===== src/rtl/dnn_pkg.sv =====
// Shared defaults and types for the inference-engine result path.
package dnn_pkg;

    localparam int DATA_WIDTH  = 11;
    localparam int NUM_CLASSES = 10;
    localparam int IDX_WIDTH   = 4;

    typedef logic signed [DATA_WIDTH-1:0] score_t;

    typedef enum logic [1:0] {
        IDLE = 2'd0,
        SCAN = 2'd1,
        HOLD = 2'd2
    } state_e;

endpackage


===== src/rtl/dnn_result_argmax_if.sv =====
// Engine result-port and downstream result handshake seen by the argmax block.
interface dnn_result_argmax_if #(
    parameter int DATA_WIDTH = dnn_pkg::DATA_WIDTH,
    parameter int IDX_WIDTH  = dnn_pkg::IDX_WIDTH
) ();

    logic                         done;
    logic [IDX_WIDTH-1:0]         out_idx;
    logic signed [DATA_WIDTH-1:0] out;
    logic                         result_valid;
    logic                         result_ready;
    logic [IDX_WIDTH-1:0]         result_class;
    logic signed [DATA_WIDTH-1:0] result_score;
    logic                         busy;
    logic                         overrun;

    modport master (
        input  done, out, result_ready,
        output out_idx, result_valid, result_class, result_score, busy, overrun
    );

    modport slave (
        output done, out, result_ready,
        input  out_idx, result_valid, result_class, result_score, busy, overrun
    );

endinterface


===== src/rtl/dnn_result_argmax_acc.sv =====
// Running-maximum accumulator: best score/index registers with first-load and
// strictly-greater replacement, so ties keep the lower index.
module argmax_acc #(
    parameter int DATA_WIDTH = dnn_pkg::DATA_WIDTH,
    parameter int IDX_WIDTH  = dnn_pkg::IDX_WIDTH
) (
    input  logic                         clk,
    input  logic                         rst,
    input  logic                         load_i,
    input  logic                         cmp_i,
    input  logic [IDX_WIDTH-1:0]         idx_i,
    input  logic signed [DATA_WIDTH-1:0] score_i,
    output logic [IDX_WIDTH-1:0]         best_idx_d_o,
    output logic signed [DATA_WIDTH-1:0] best_score_d_o
);

    logic [IDX_WIDTH-1:0]         best_idx_q, best_idx_d;
    logic signed [DATA_WIDTH-1:0] best_score_q, best_score_d;

    always_comb begin
        best_idx_d   = best_idx_q;
        best_score_d = best_score_q;
        if (load_i) begin
            best_idx_d   = idx_i;
            best_score_d = score_i;
        end else if (cmp_i && (score_i > best_score_q)) begin
            best_idx_d   = idx_i;
            best_score_d = score_i;
        end
    end

    always_ff @(posedge clk or negedge rst) begin
        if (!rst) begin
            best_idx_q   <= '0;
            best_score_q <= '0;
        end else begin
            best_idx_q   <= best_idx_d;
            best_score_q <= best_score_d;
        end
    end

    // Next-state values let the caller capture the final winner on the last sample.
    assign best_idx_d_o   = best_idx_d;
    assign best_score_d_o = best_score_d;

endmodule


===== src/rtl/dnn_result_argmax.sv =====
// Scans the engine's class scores after each completion edge and offers the
// winning class and score on a valid/ready handshake.
module dnn_result_argmax #(
    parameter int DATA_WIDTH  = dnn_pkg::DATA_WIDTH,
    parameter int NUM_CLASSES = dnn_pkg::NUM_CLASSES,
    parameter int IDX_WIDTH   = dnn_pkg::IDX_WIDTH
) (
    input  logic                 clk,
    input  logic                 rst,
    dnn_result_argmax_if.master  bus
);
    import dnn_pkg::*;

    localparam logic [IDX_WIDTH-1:0] LAST_IDX = IDX_WIDTH'(NUM_CLASSES - 1);

    state_e                       state_q, state_d;
    logic                         done_q;
    logic [IDX_WIDTH-1:0]         out_idx_q, out_idx_d;
    logic [IDX_WIDTH-1:0]         result_class_q;
    logic signed [DATA_WIDTH-1:0] result_score_q;
    logic                         overrun_q, overrun_d;

    logic                         done_rise;
    logic                         scan_last;
    logic                         accept;
    logic [IDX_WIDTH-1:0]         acc_idx_d;
    logic signed [DATA_WIDTH-1:0] acc_score_d;

    assign done_rise = bus.done & ~done_q;
    assign scan_last = (state_q == SCAN) && (out_idx_q == LAST_IDX);
    assign accept    = (state_q == HOLD) && bus.result_ready;

    argmax_acc #(
        .DATA_WIDTH (DATA_WIDTH),
        .IDX_WIDTH  (IDX_WIDTH)
    ) u_acc (
        .clk            (clk),
        .rst            (rst),
        .load_i         ((state_q == SCAN) && (out_idx_q == '0)),
        .cmp_i          ((state_q == SCAN) && (out_idx_q != '0)),
        .idx_i          (out_idx_q),
        .score_i        (bus.out),
        .best_idx_d_o   (acc_idx_d),
        .best_score_d_o (acc_score_d)
    );

    always_ff @(posedge clk or negedge rst) begin
        if (!rst) begin
            state_q        <= IDLE;
            done_q         <= 1'b0;
            out_idx_q      <= '0;
            result_class_q <= '0;
            result_score_q <= '0;
            overrun_q      <= 1'b0;
        end else begin
            state_q   <= state_d;
            done_q    <= bus.done;
            out_idx_q <= out_idx_d;
            overrun_q <= overrun_d;
            if (scan_last) begin
                result_class_q <= acc_idx_d;
                result_score_q <= acc_score_d;
            end
        end
    end

    // A completion edge landing on the accepting HOLD cycle restarts the scan directly.
    always_comb begin
        state_d = state_q;
        unique case (state_q)
            IDLE:    if (done_rise) state_d = SCAN;
            SCAN:    if (scan_last) state_d = HOLD;
            HOLD:    if (accept)    state_d = done_rise ? SCAN : IDLE;
            default: state_d = IDLE;
        endcase
    end

    always_comb begin
        out_idx_d = '0;
        if ((state_q == SCAN) && !scan_last) begin
            out_idx_d = out_idx_q + IDX_WIDTH'(1);
        end
        overrun_d = overrun_q |
                    (done_rise && ((state_q == SCAN) || ((state_q == HOLD) && !accept)));
    end

    always_comb begin
        bus.result_valid = (state_q == HOLD);
        bus.busy         = (state_q != IDLE);
    end

    assign bus.out_idx      = out_idx_q;
    assign bus.result_class = result_class_q;
    assign bus.result_score = result_score_q;
    assign bus.overrun      = overrun_q;

endmodule


===== src/flat_wrapper.sv =====
// flat-port wrapper written by rule: the top's interface ports become plain ports
module dnn_result_argmax_flat import dnn_pkg::*;
#(
    parameter int DATA_WIDTH  = dnn_pkg::DATA_WIDTH,
    parameter int NUM_CLASSES = dnn_pkg::NUM_CLASSES,
    parameter int IDX_WIDTH   = dnn_pkg::IDX_WIDTH
)
  (clk, rst, bus_done, bus_out, bus_result_ready, bus_out_idx, bus_result_valid, bus_result_class, bus_result_score, bus_busy, bus_overrun);
  dnn_result_argmax_if #(.DATA_WIDTH(DATA_WIDTH), .IDX_WIDTH(IDX_WIDTH)) bus_i ();
  input  logic clk;
  input  logic rst;
  input wire logic [$bits(bus_i.done)-1:0] bus_done;
  input wire logic [$bits(bus_i.out)-1:0] bus_out;
  input wire logic [$bits(bus_i.result_ready)-1:0] bus_result_ready;
  output wire logic [$bits(bus_i.out_idx)-1:0] bus_out_idx;
  output wire logic [$bits(bus_i.result_valid)-1:0] bus_result_valid;
  output wire logic [$bits(bus_i.result_class)-1:0] bus_result_class;
  output wire logic [$bits(bus_i.result_score)-1:0] bus_result_score;
  output wire logic [$bits(bus_i.busy)-1:0] bus_busy;
  output wire logic [$bits(bus_i.overrun)-1:0] bus_overrun;
  assign bus_i.done = bus_done;
  assign bus_i.out = bus_out;
  assign bus_i.result_ready = bus_result_ready;
  assign bus_out_idx = bus_i.out_idx;
  assign bus_result_valid = bus_i.result_valid;
  assign bus_result_class = bus_i.result_class;
  assign bus_result_score = bus_i.result_score;
  assign bus_busy = bus_i.busy;
  assign bus_overrun = bus_i.overrun;
  dnn_result_argmax #(.DATA_WIDTH(DATA_WIDTH), .NUM_CLASSES(NUM_CLASSES), .IDX_WIDTH(IDX_WIDTH)) u_core (.clk(clk), .rst(rst), .bus(bus_i));
endmodule

===== config.mk =====
export PLATFORM = sky130hd
export DESIGN_NAME = dnn_result_argmax_flat
export DESIGN_NICKNAME = d
export VERILOG_FILES = /design/src/rtl/dnn_pkg.sv /design/src/rtl/dnn_result_argmax_if.sv /design/src/rtl/dnn_result_argmax_acc.sv /design/src/rtl/dnn_result_argmax.sv /design/src/flat_wrapper.sv
export SDC_FILE = /design/constraint.sdc
export NUM_CORES = 1
export LEC_CHECK = 0
export CAP_MARGIN = 40
export CELL_PAD_IN_SITES_DETAIL_PLACEMENT = 1
export CELL_PAD_IN_SITES_GLOBAL_PLACEMENT = 2
export CORE_MARGIN = 2
export CORE_UTILIZATION = 38
export DETAILED_ROUTE_END_ITERATION = 7
export PLACE_DENSITY_LB_ADDON = 0.1
export SYNTH_ARGS = -nofsm -noshare
export SYNTH_HDL_FRONTEND = slang
export SYNTH_HIERARCHICAL = 1
export SYNTH_SLANG_ARGS = --single-unit

===== constraint.sdc =====
create_clock -name clk -period 4.7 [get_ports clk]
set_input_delay 0.47 -clock clk [delete_from_list [all_inputs] [get_ports clk]]
set_output_delay 0.47 -clock clk [all_outputs]
set_load 0.01 [all_outputs]

==> flow_summary.toml, run 1 <==
[outcome]
run_status = "completed"

[floorplanning]
dieWidth_um = 75.5
core_area_um2 = 5010
num_rows = 26
io_pins = 37
die-area_um2 = 5700
die_height_um = 75.5
start_util_pct = 38.8

[power]
p_comb_share_pct = 28.0
p_int_mw = 0.684
switching_power_mw = 0.263
power_mw = 0.947
power_density_nw_per_um2 = 382
irDropWorstVdd_mv = 0.116
p_seq_share_pct = 43.5
p_leak_nw = 1.23
p_sw_share_pct = 27.8
clockPowerShare_pct = 28.5

[grt]
grt_pass1_wl_um = 6020
antenna_found_initial = 0
grt-ovfl-total = 0
grtUsageTotal_pct = 14.3
grt_pass1_vias = 1278
grt_max_degree = 21

[logic_synthesis]
syn_avg_cell_area_um2 = 13.6
yosysTopAreaCellShare_pct = 49.0
yosysWarnings = 6
synth_top_area_cell = "dfrtp_1"
netlist_area_um2 = 1940
synthArstFlopShare_pct = 100
synth_edf_count = 0
syn_nets = 172
seq_area_frac_synth_pct = 49.0
yosys_most_used_dff = "dfrtp_1"
ys_seq_elements = 38
synth_cell_types = 32
synth.area.top_cells = "dfrtp_1, mux2_4, ha_1"
synthCells = 143

[timing]
min_period_over_period_pct = 60.6
rsz0062_at_grt = "false"
tightest_slew_ps = 716
period_needed_ps = 2850
final_hold_viol_count = 0
setup_tns_ps = 0
maxSlewHeadroom_pct = 52.0
max_freq_ghz = 0.351
slew_viol_final = 0
finalClockSkew_ps = 10.3
setup_violations = 0

[detailed_routing]
met1_length_um = 1670
vias_per_cell = 4.68
wl_met2_um = 1850
drc = 0
drtIter0Drc = 40
routed.top_layer = "met4"
wl_met3_um = 168
drt_first_pass_iters = 4
postRouteAntennaNets = 0
wl_per_cell_um = 14.5
vias = 1198
drt_wl_total_um = 3710

[clock_tree]
cts_tree = "done"
htreeDepth = 2
cts_hold_buf = 0
post_cts_buffers = 0
clock_latency_ps = 280
clock-sinks = 38
clockBufferDepth = 2
cts-root-buf = "clkbuf_8"
cts_resized = 0
clkTransAtPathRegs_ps = 70
cts_buffers = 5

[placement]
portBuffers = 36
gp_congestion = 0.721
hpwlAfterDp_um = 2780

[run]
cap_violations = 0

[final_layout]
antenna_cells = 0
post_route_cells_drive_above_1_share_pct = 24.7
nFillCells = 543
fin_nets = 214
areaGrowthSynthToFinish_pct = 27.6

[setup_path]
worstPathRequired_ps = 4870
arrival_ps = 3020
cp-start-kind = "input pin"
cpPeakStageDelay_ps = 590
path_class = "input pin to register"
path_max_fanout = 15
path_cells = "clkdlybuf4s50_1 -> ha_1 -> nand4_1 -> o31a_1 -> o211ai_4 -> mux2_2 -> mux2_2"
crit_top_cell = "mux2_2"
worst_setup_path_end_kind = "register"
slowest_stage = "o211ai_4"

[hold_path]
hold_path.class = "input pin to async pin"
==> routing by layer <==
| metal | GRT usage, % | vias up |
|---|---|---|
| li1 | - | 576 |
| met1 | 18.6 | 599 |
| met2 | 22.6 | 21 |
| met3 | 4.76 | 2 |
| met4 | 4.68 | 0 |
| met5 | 0 | - |
==> synth_stat cells (2+ instances only) <==
cell	number
buf_12	2
nand4_1	2
inv_1	15
a21oi_1	5
o21ai_0	3
ha_1	14
nor2b_1	2
mux2_2	11
nor2_1	6
nand2_1	3
dfrtp_1	38
nand3_1	2
or2_2	3
mux2_4	19
==> through the flow <==
step                      area (µm²)  setup WS (ps)  hold WS [ps]  std cells  util, %
after CTS                       2480           1840           148        256     49.5
after floorplan                 1940           2210           174        143        -
after detailed placement        2370           1540           470        248     47.4
final                           2480           1850           139        256     49.5
after global routing            2480           1680           155        256     49.5
after global placement          2340           1600           461        247     46.8
==> path summary, 6_finish.rpt <==
check	start	endpoint	slack [ps]	depth (start not counted)
worst max-delay path	bus_out[10]	u_core/bus.result_score[1]$_DFFE_PN0P_	1850	7
worst max register to register	u_core/bus.out_idx[0]$_DFF_PN0_	u_core/bus.result_score[1]$_DFFE_PN0P_	1950	9
max in group asynchronous	rst	u_core/bus.result_score[3]$_DFFE_PN0P_	4100	2
worst min register to register	u_core/bus.overrun$_DFF_PN0_	u_core/bus.overrun$_DFF_PN0_	480	1
worst min-delay path	rst	u_core/bus.result_score[6]$_DFFE_PN0P_	140	1
min in group clk	u_core/bus.overrun$_DFF_PN0_	u_core/bus.overrun$_DFF_PN0_	480	1
==> power by group through the flow <==
stage	sequential, mW	clock [mW]	combinational (mW)
finish	0.412	0.270	0.265
detailed placement	0.417	0	0.269
CTS	0.413	0.283	0.271
floorplan	0.410	0	0.202
global placement	0.418	0	0.258
global route	0.419	0.295	0.303
==> sequential cells by signal, indices dropped and copies added, names as in the netlist <==
name	flops
u_core/u_acc/best_idx_q	4
u_core/bus.result_class	4
u_core/bus.result_score	11
u_core/state_q	2
u_core/bus.out_idx	4
u_core/done_q	1
u_core/u_acc/best_score_q	11
u_core/bus.overrun	1
==> layout make-up <==
type | instances | area (µm²) | share of cell area, %
clock buffers | 7 | 76.3 | 3.08
clock inverters | 1 | 30.0 | 1.21
inverters | 15 | 56.3 | 2.27
multi-input cells | 88 | 895 | 36.1
flip-flops and latches | 38 | 951 | 38.4
well taps | 70 | 87.6 | 3.53
repair buffers | 37 | 383 | 15.4
==> placed cells by master, fill, tap and decap left out, types with 2 or more instances in the layout <==
master,synthesis,routed
dfrtp_1,38,38
clkdlybuf4s50_1,0,35
mux2_4,19,19
inv_1,15,15
ha_1,14,14
mux2_2,11,11
nor2_1,6,6
clkbuf_8,0,5
a21oi_1,5,5
nand2_1,3,3
or2_2,3,3
o21ai_0,3,3
clkbuf_1,0,2
nor2b_1,2,2
nand3_1,2,2
nand4_1,2,2
==> logic make-up (layout without fill, tap and decap cells) <==
| family | count (synthesis) | after routing | synth area share, % |
|---|---|---|---|
| compound gates | 15 | 15 | 5.54 |
| xor+xnor | 2 | 2 | 0.902 |
| fa+ha+maj | 14 | 14 | 9.02 |
| buf+inv | 17 | 60 | 4.96 |
| flops | 38 | 38 | 49.0 |
| mux | 30 | 30 | 21.1 |
| simple gates | 27 | 27 | 9.54 |
==> critical path: cells and delay by family <==
family                     cells  cell delay, ps
AOI/OAI and AO/OA              2             940
adders and majority gates      1             330
buffers and inverters          1             430
muxes                          2             680
and+or+nand+nor                1             160
Power figures use the tool's default switching activity.
==> inputs of run 2 (changes only) <==
--- a/config.mk
+++ b/config.mk
@@ -9,7 +9,7 @@
 export CELL_PAD_IN_SITES_DETAIL_PLACEMENT = 1
 export CELL_PAD_IN_SITES_GLOBAL_PLACEMENT = 2
 export CORE_MARGIN = 2
-export CORE_UTILIZATION = 38
+export CORE_UTILIZATION = 32
 export DETAILED_ROUTE_END_ITERATION = 7
 export PLACE_DENSITY_LB_ADDON = 0.1
 export SYNTH_ARGS = -nofsm -noshare
==> constraint.sdc (replaced) <==
create_clock -name clk -period 2.6 [get_ports clk]
set_input_delay 0.26 -clock clk [delete_from_list [all_inputs] [get_ports clk]]
set_output_delay 0.26 -clock clk [all_outputs]
set_load 0.01 [all_outputs]
==> run 2 against run 1 <==
Compared with the run above: first-iteration DRC count is 30% lower; clock skew down 5.4 ps; critical endpoint is now u_core/bus.result_class[3]$_DFFE_PN0P_; non-clock buffer count is 11 higher; global-route usage down 0.67 points.
==> flow_summary.toml, run 2 (synthesized netlist as in run 1, its figures left out) <==
[timing]
rsz0062_at_grt = "false"
tightest_slew_ps = 391
setup_tns_ps = 0
min_period_over_period_pct = 94.0
maxSlewHeadroom_pct = 73.9
period_needed_ps = 2440
slew_viol_final = 0
setup_violations = 0
final_hold_viol_count = 0
max_freq_ghz = 0.409
finalClockSkew_ps = 4.91

[power]
power_density_nw_per_um2 = 648
switching_power_mw = 0.490
p_sw_share_pct = 29.4
irDropWorstVdd_mv = 0.298
clockPowerShare_pct = 23.9
p_int_mw = 1.18
p_leak_nw = 1.28
p_seq_share_pct = 44.6
p_comb_share_pct = 31.6

[setup_path]
slowest_stage = "dfrtp_1"
cp_top_family = "multiplexers"
reg2reg_setup_slack_ps = 160
worst_setup_path_end_kind = "register"
worstPathRequired_ps = 2770
arrival_ps = 2620
cpPeakStageDelay_ps = 350
cp-start-kind = "register"
path_max_fanout = 7
startpoint = "u_core/bus.out_idx[1]$_DFF_PN0_"
path_class = "register to register"
path_cells = "inv_1 -> ha_1 -> and3_2 -> nor4b_2 -> o21ai_1 -> a211o_1 -> o211ai_4 -> buf_12 -> mux2_2 -> mux2_4"
r2r_start = "u_core/bus.out_idx[1]$_DFF_PN0_"
critPathBufInv = 2

[grt]
grt-ovfl-total = 0
antenna_found_initial = 0
grt_pass1_wl_um = 6750
grt_max_degree = 27
grtUsageTotal_pct = 13.6
grt_pass1_vias = 1401

[run]
cap_violations = 0

[placement]
hpwlAfterDp_um = 3010
gp_congestion = 0.673
portBuffers = 36

[clock_tree]
clockBufferDepth = 2
cts_tree = "done"
clock_latency_ps = 280
cts_buffers = 5
htreeDepth = 2
cts-root-buf = "clkbuf_8"
clkTransAtPathRegs_ps = 70
clock-sinks = 38

[floorplanning]
dieWidth_um = 81.9
die_height_um = 81.9
die-area_um2 = 6710
start_util_pct = 33.0
io_pins = 37
num_rows = 28
core_area_um2 = 5890

[detailed_routing]
postRouteAntennaNets = 0
drt_first_pass_iters = 4
drc = 0
wl_per_cell_um = 15.0
vias = 1220
drt_wl_total_um = 4050
drtIter0Drc = 28
vias_per_cell = 4.52

[final_layout]
areaGrowthSynthToFinish_pct = 32.7
post-route-util_pct = 43.8
antenna_cells = 0
final_common_cell = "dfrtp_1"
fin_nets = 225
post_route_cells_drive_above_1_share_pct = 30.3
final_cell_mix = "dfrtp_1, clkdlybuf4s50_1, mux2_4"

[hold_path]
hold_path.class = "input pin to async pin"

[outcome]
run_status = "completed"
## run 2: worst reg2reg max path, delay by kind of cell, from the launching register on
family,cells,cell delay [ps]
simple gates,2,420
fa+ha+maj,1,190
compound gates,3,540
flops,1,350
buf+inv,2,230
mux,2,610
## run 2: cell type report
class                      count  area, µm²
clock buffer                   6       82.6
fill                         640       3310
inverter                      15       56.3
multi-input combinational     88        907
sequential                    38        951
tap                           75       93.8
timing repair buffer          48        485
## run 2: path summary, 6_finish.rpt
path | depth (start not counted) | to
min | 2 | u_core/u_acc/best_score_q[3]$_DFF_PN0_
min in group clk | 1 | u_core/done_q$_DFF_PN0_
min reg2reg | 1 | u_core/bus.overrun$_DFF_PN0_
max in group asynchronous | 3 | u_core/bus.result_class[2]$_DFFE_PN0P_
max | 10 | u_core/bus.result_class[3]$_DFFE_PN0P_
max reg2reg | 10 | u_core/bus.result_class[3]$_DFFE_PN0P_
## run 2: power by group through the flow
stage          registers [mW]  logic, mW  clock network [mW]
2_1_floorplan           0.742      0.365                   0
3_5_place_dp            0.753      0.521                   0
6_report                0.744      0.527               0.399
3_3_place_gp            0.747      0.497                   0
5_1_grt                 0.755      0.598               0.440
4_1_cts                 0.744      0.528               0.416
## run 2: repair_timing
action | 4_1_cts | 5_1_grt
setup buffers | 0 | 1
hold buffers | 1 | 0
hold endpoints to repair | 12 | 0
gates resized for setup | 0 | 4
setup endpoints to repair | 0 | 15
## run 2: per-layer routing
layer / vias to the layer above / wire length (µm) / track usage, %
li1: 596 / - / -
met1: 592 / 1960 / 17.1
met2: 26 / 1880 / 22.8
met3: 6 / 165 / 3.63
met4: 0 / 49 / 4.50
met5: - / 0 / 0
## run 2: through the flow
step | setup slack, ps | hold slack (ps) | std cells | power (mW) | instance area (µm²)
2_1_floorplan | 108 | -35.6 | 143 | 1.11 | 1940
3_3_place_gp | -150 | 419 | 261 | 1.24 | 2440
3_5_place_dp | -242 | 182 | 262 | 1.27 | 2460
4_1_cts | 56.3 | 410 | 269 | 1.69 | 2560
5_1_grt | 26.5 | 416 | 270 | 1.79 | 2580
6_report | 156 | 403 | 270 | 1.67 | 2580
==> inputs of run 3 (changes only) <==
--- a/config.mk
+++ b/config.mk
@@ -8,7 +8,6 @@
 export CAP_MARGIN = 40
 export CELL_PAD_IN_SITES_DETAIL_PLACEMENT = 1
 export CELL_PAD_IN_SITES_GLOBAL_PLACEMENT = 2
-export CORE_MARGIN = 2
 export CORE_UTILIZATION = 32
 export DETAILED_ROUTE_END_ITERATION = 7
 export PLACE_DENSITY_LB_ADDON = 0.1
==> run 3 against run 2 <==
Compared with the run above: total power increased by 5.7%; core utilization up 0.34 points; non-clock buffer count did not move; cell count up 0.74%; die area decreased by 4.8%; first-iteration DRC count grew 68%; register-to-register slack lost 50 ps; critical path type unchanged; highest routed layer unchanged.
==> flow_summary.toml, run 3 (synthesized netlist as in run 1, its figures left out) <==
[outcome]
run_status = "completed"

[grt]
grt_util_met1_pct = 19.6
grt_pass1_wl_um = 7130
grtUsageTotal_pct = 15.1
antenna_found_initial = 0
grt-ovfl-total = 0
use_met3_pct = 3.77
grt_max_degree = 27
grt_pass1_vias = 1407
top_usage_layer = "met2"
use_met2_pct = 24.6

[clock_tree]
clockBufferDepth = 2
clkTransAtPathRegs_ps = 80
clock-sinks = 38
cts-root-buf = "clkbuf_8"
cts_buffers = 5
cts_tree = "done"
htreeDepth = 2
clock_latency_ps = 290

[placement]
place_ws_ps = -229
portBuffers = 36
gp_congestion = 0.691
hpwlAfterDp_um = 3080
dpl.cell_count = 262

[power]
power_density_nw_per_um2 = 680
irDropWorstVdd_mv = 0.324
power_mw = 1.76
p_leak_nw = 1.30

[setup_path]
path_max_fanout = 7
worstPathRequired_ps = 2770
worst_setup_path_end_kind = "register"
arrival_ps = 2660
cp-start-kind = "register"
path_class = "register to register"
reg2reg_setup_slack_ps = 110

[timing]
period_needed_ps = 2490
min_period_over_period_pct = 95.9
setup_violations = 0
finalClockSkew_ps = 5.83
tightest_slew_ps = 388
max_freq_ghz = 0.401
maxSlewHeadroom_pct = 74.1
slew_viol_final = 0
setup_tns_ps = 0
final_hold_viol_count = 0
setup_ws_ps = 107
rsz0062_at_grt = "false"

[detailed_routing]
drc = 0
drt_first_pass_iters = 3
drtIter0Drc = 47
postRouteAntennaNets = 0
drt_wl_total_um = 4130
wl_per_cell_um = 15.2
vias_per_cell = 4.59
vias = 1248

[final_layout]
final_common_cell = "dfrtp_1"
nFillCells = 635
final_cell_mix = "dfrtp_1, clkdlybuf4s50_1, mux2_4"
areaGrowthSynthToFinish_pct = 33.7
post_route_cells_drive_above_1_share_pct = 30.5
fin_nets = 225
antenna_cells = 0
final_cells = 272

[floorplanning]
start_util_pct = 33.0
num_rows = 28
io_pins = 37
die_height_um = 79.9
dieWidth_um = 79.9
die-area_um2 = 6380
core_area_um2 = 5890

[hold_path]
hold_path.class = "input pin to async pin"

[run]
cap_violations = 0
-- run 3: timing repair --
action,CTS,global route
hold buffers,1,0
resized for setup,0,2
setup endpoints to repair,0,15
hold endpoints to repair,12,0
buffers inserted,0,1
-- run 3: worst max-delay path: stages, from the launching register on --
cell and delay [ps]:
dfrtp_1 350, inv_1 70, ha_1 200, and3_2 220, nor4b_1 250, o21ai_1 110, a211o_1 280, o211ai_4 120
buf_12 160, mux2_2 340, mux2_4 260
-- run 3: final timing paths --
| path | start | to | cells after the start |
|---|---|---|---|
| max | u_core/bus.out_idx[1]$_DFF_PN0_ | u_core/bus.result_score[0]$_DFFE_PN0P_ | 10 |
| min | rst | u_core/u_acc/best_score_q[4]$_DFF_PN0_ | 2 |
| max reg2reg | u_core/bus.out_idx[1]$_DFF_PN0_ | u_core/bus.result_score[0]$_DFFE_PN0P_ | 10 |
| min reg2reg | u_core/bus.overrun$_DFF_PN0_ | u_core/bus.overrun$_DFF_PN0_ | 1 |
| max in group asynchronous | rst | u_core/state_q[1]$_DFFE_PN0P_ | 3 |
| min in group clk | bus_done | u_core/done_q$_DFF_PN0_ | 1 |
-- run 3: power by group --
group / switching [mW] / total [mW] / internal, mW
clock: 0.213 / 0.495 / 0.283
sequential: 0.0531 / 0.743 / 0.690
combinational: 0.246 / 0.527 / 0.280
total: 0.512 / 1.76 / 1.25
-- run 3: cell type report --
cell class / instances / area (µm²) / area share, %
sequential: 38 / 951 / 36.6
clock buffer: 5 / 68.8 / 2.65
timing repair buffer: 48 / 485 / 18.7
multi-input combinational: 88 / 901 / 34.7
clock inverter: 3 / 40.0 / 1.54
tap: 75 / 93.8 / 3.61
inverter: 15 / 56.3 / 2.17
-- run 3: metrics by stage --
stage / utilization, % / hold WS, ps / instance area [µm²]
2_1_floorplan: - / -35.6 / 1940
3_3_place_gp: 41.5 / 420 / 2440
3_5_place_dp: 41.9 / 180 / 2460
4_1_cts: 43.9 / 411 / 2580
5_1_grt: 44.1 / 423 / 2600
6_report: 44.1 / 402 / 2600
-- run 3: layer usage --
metal	vias up	part of all wire (%)
met5	-	0
met2	23	48
met1	624	48
met3	2	3.4
li1	599	-
met4	0	0.51
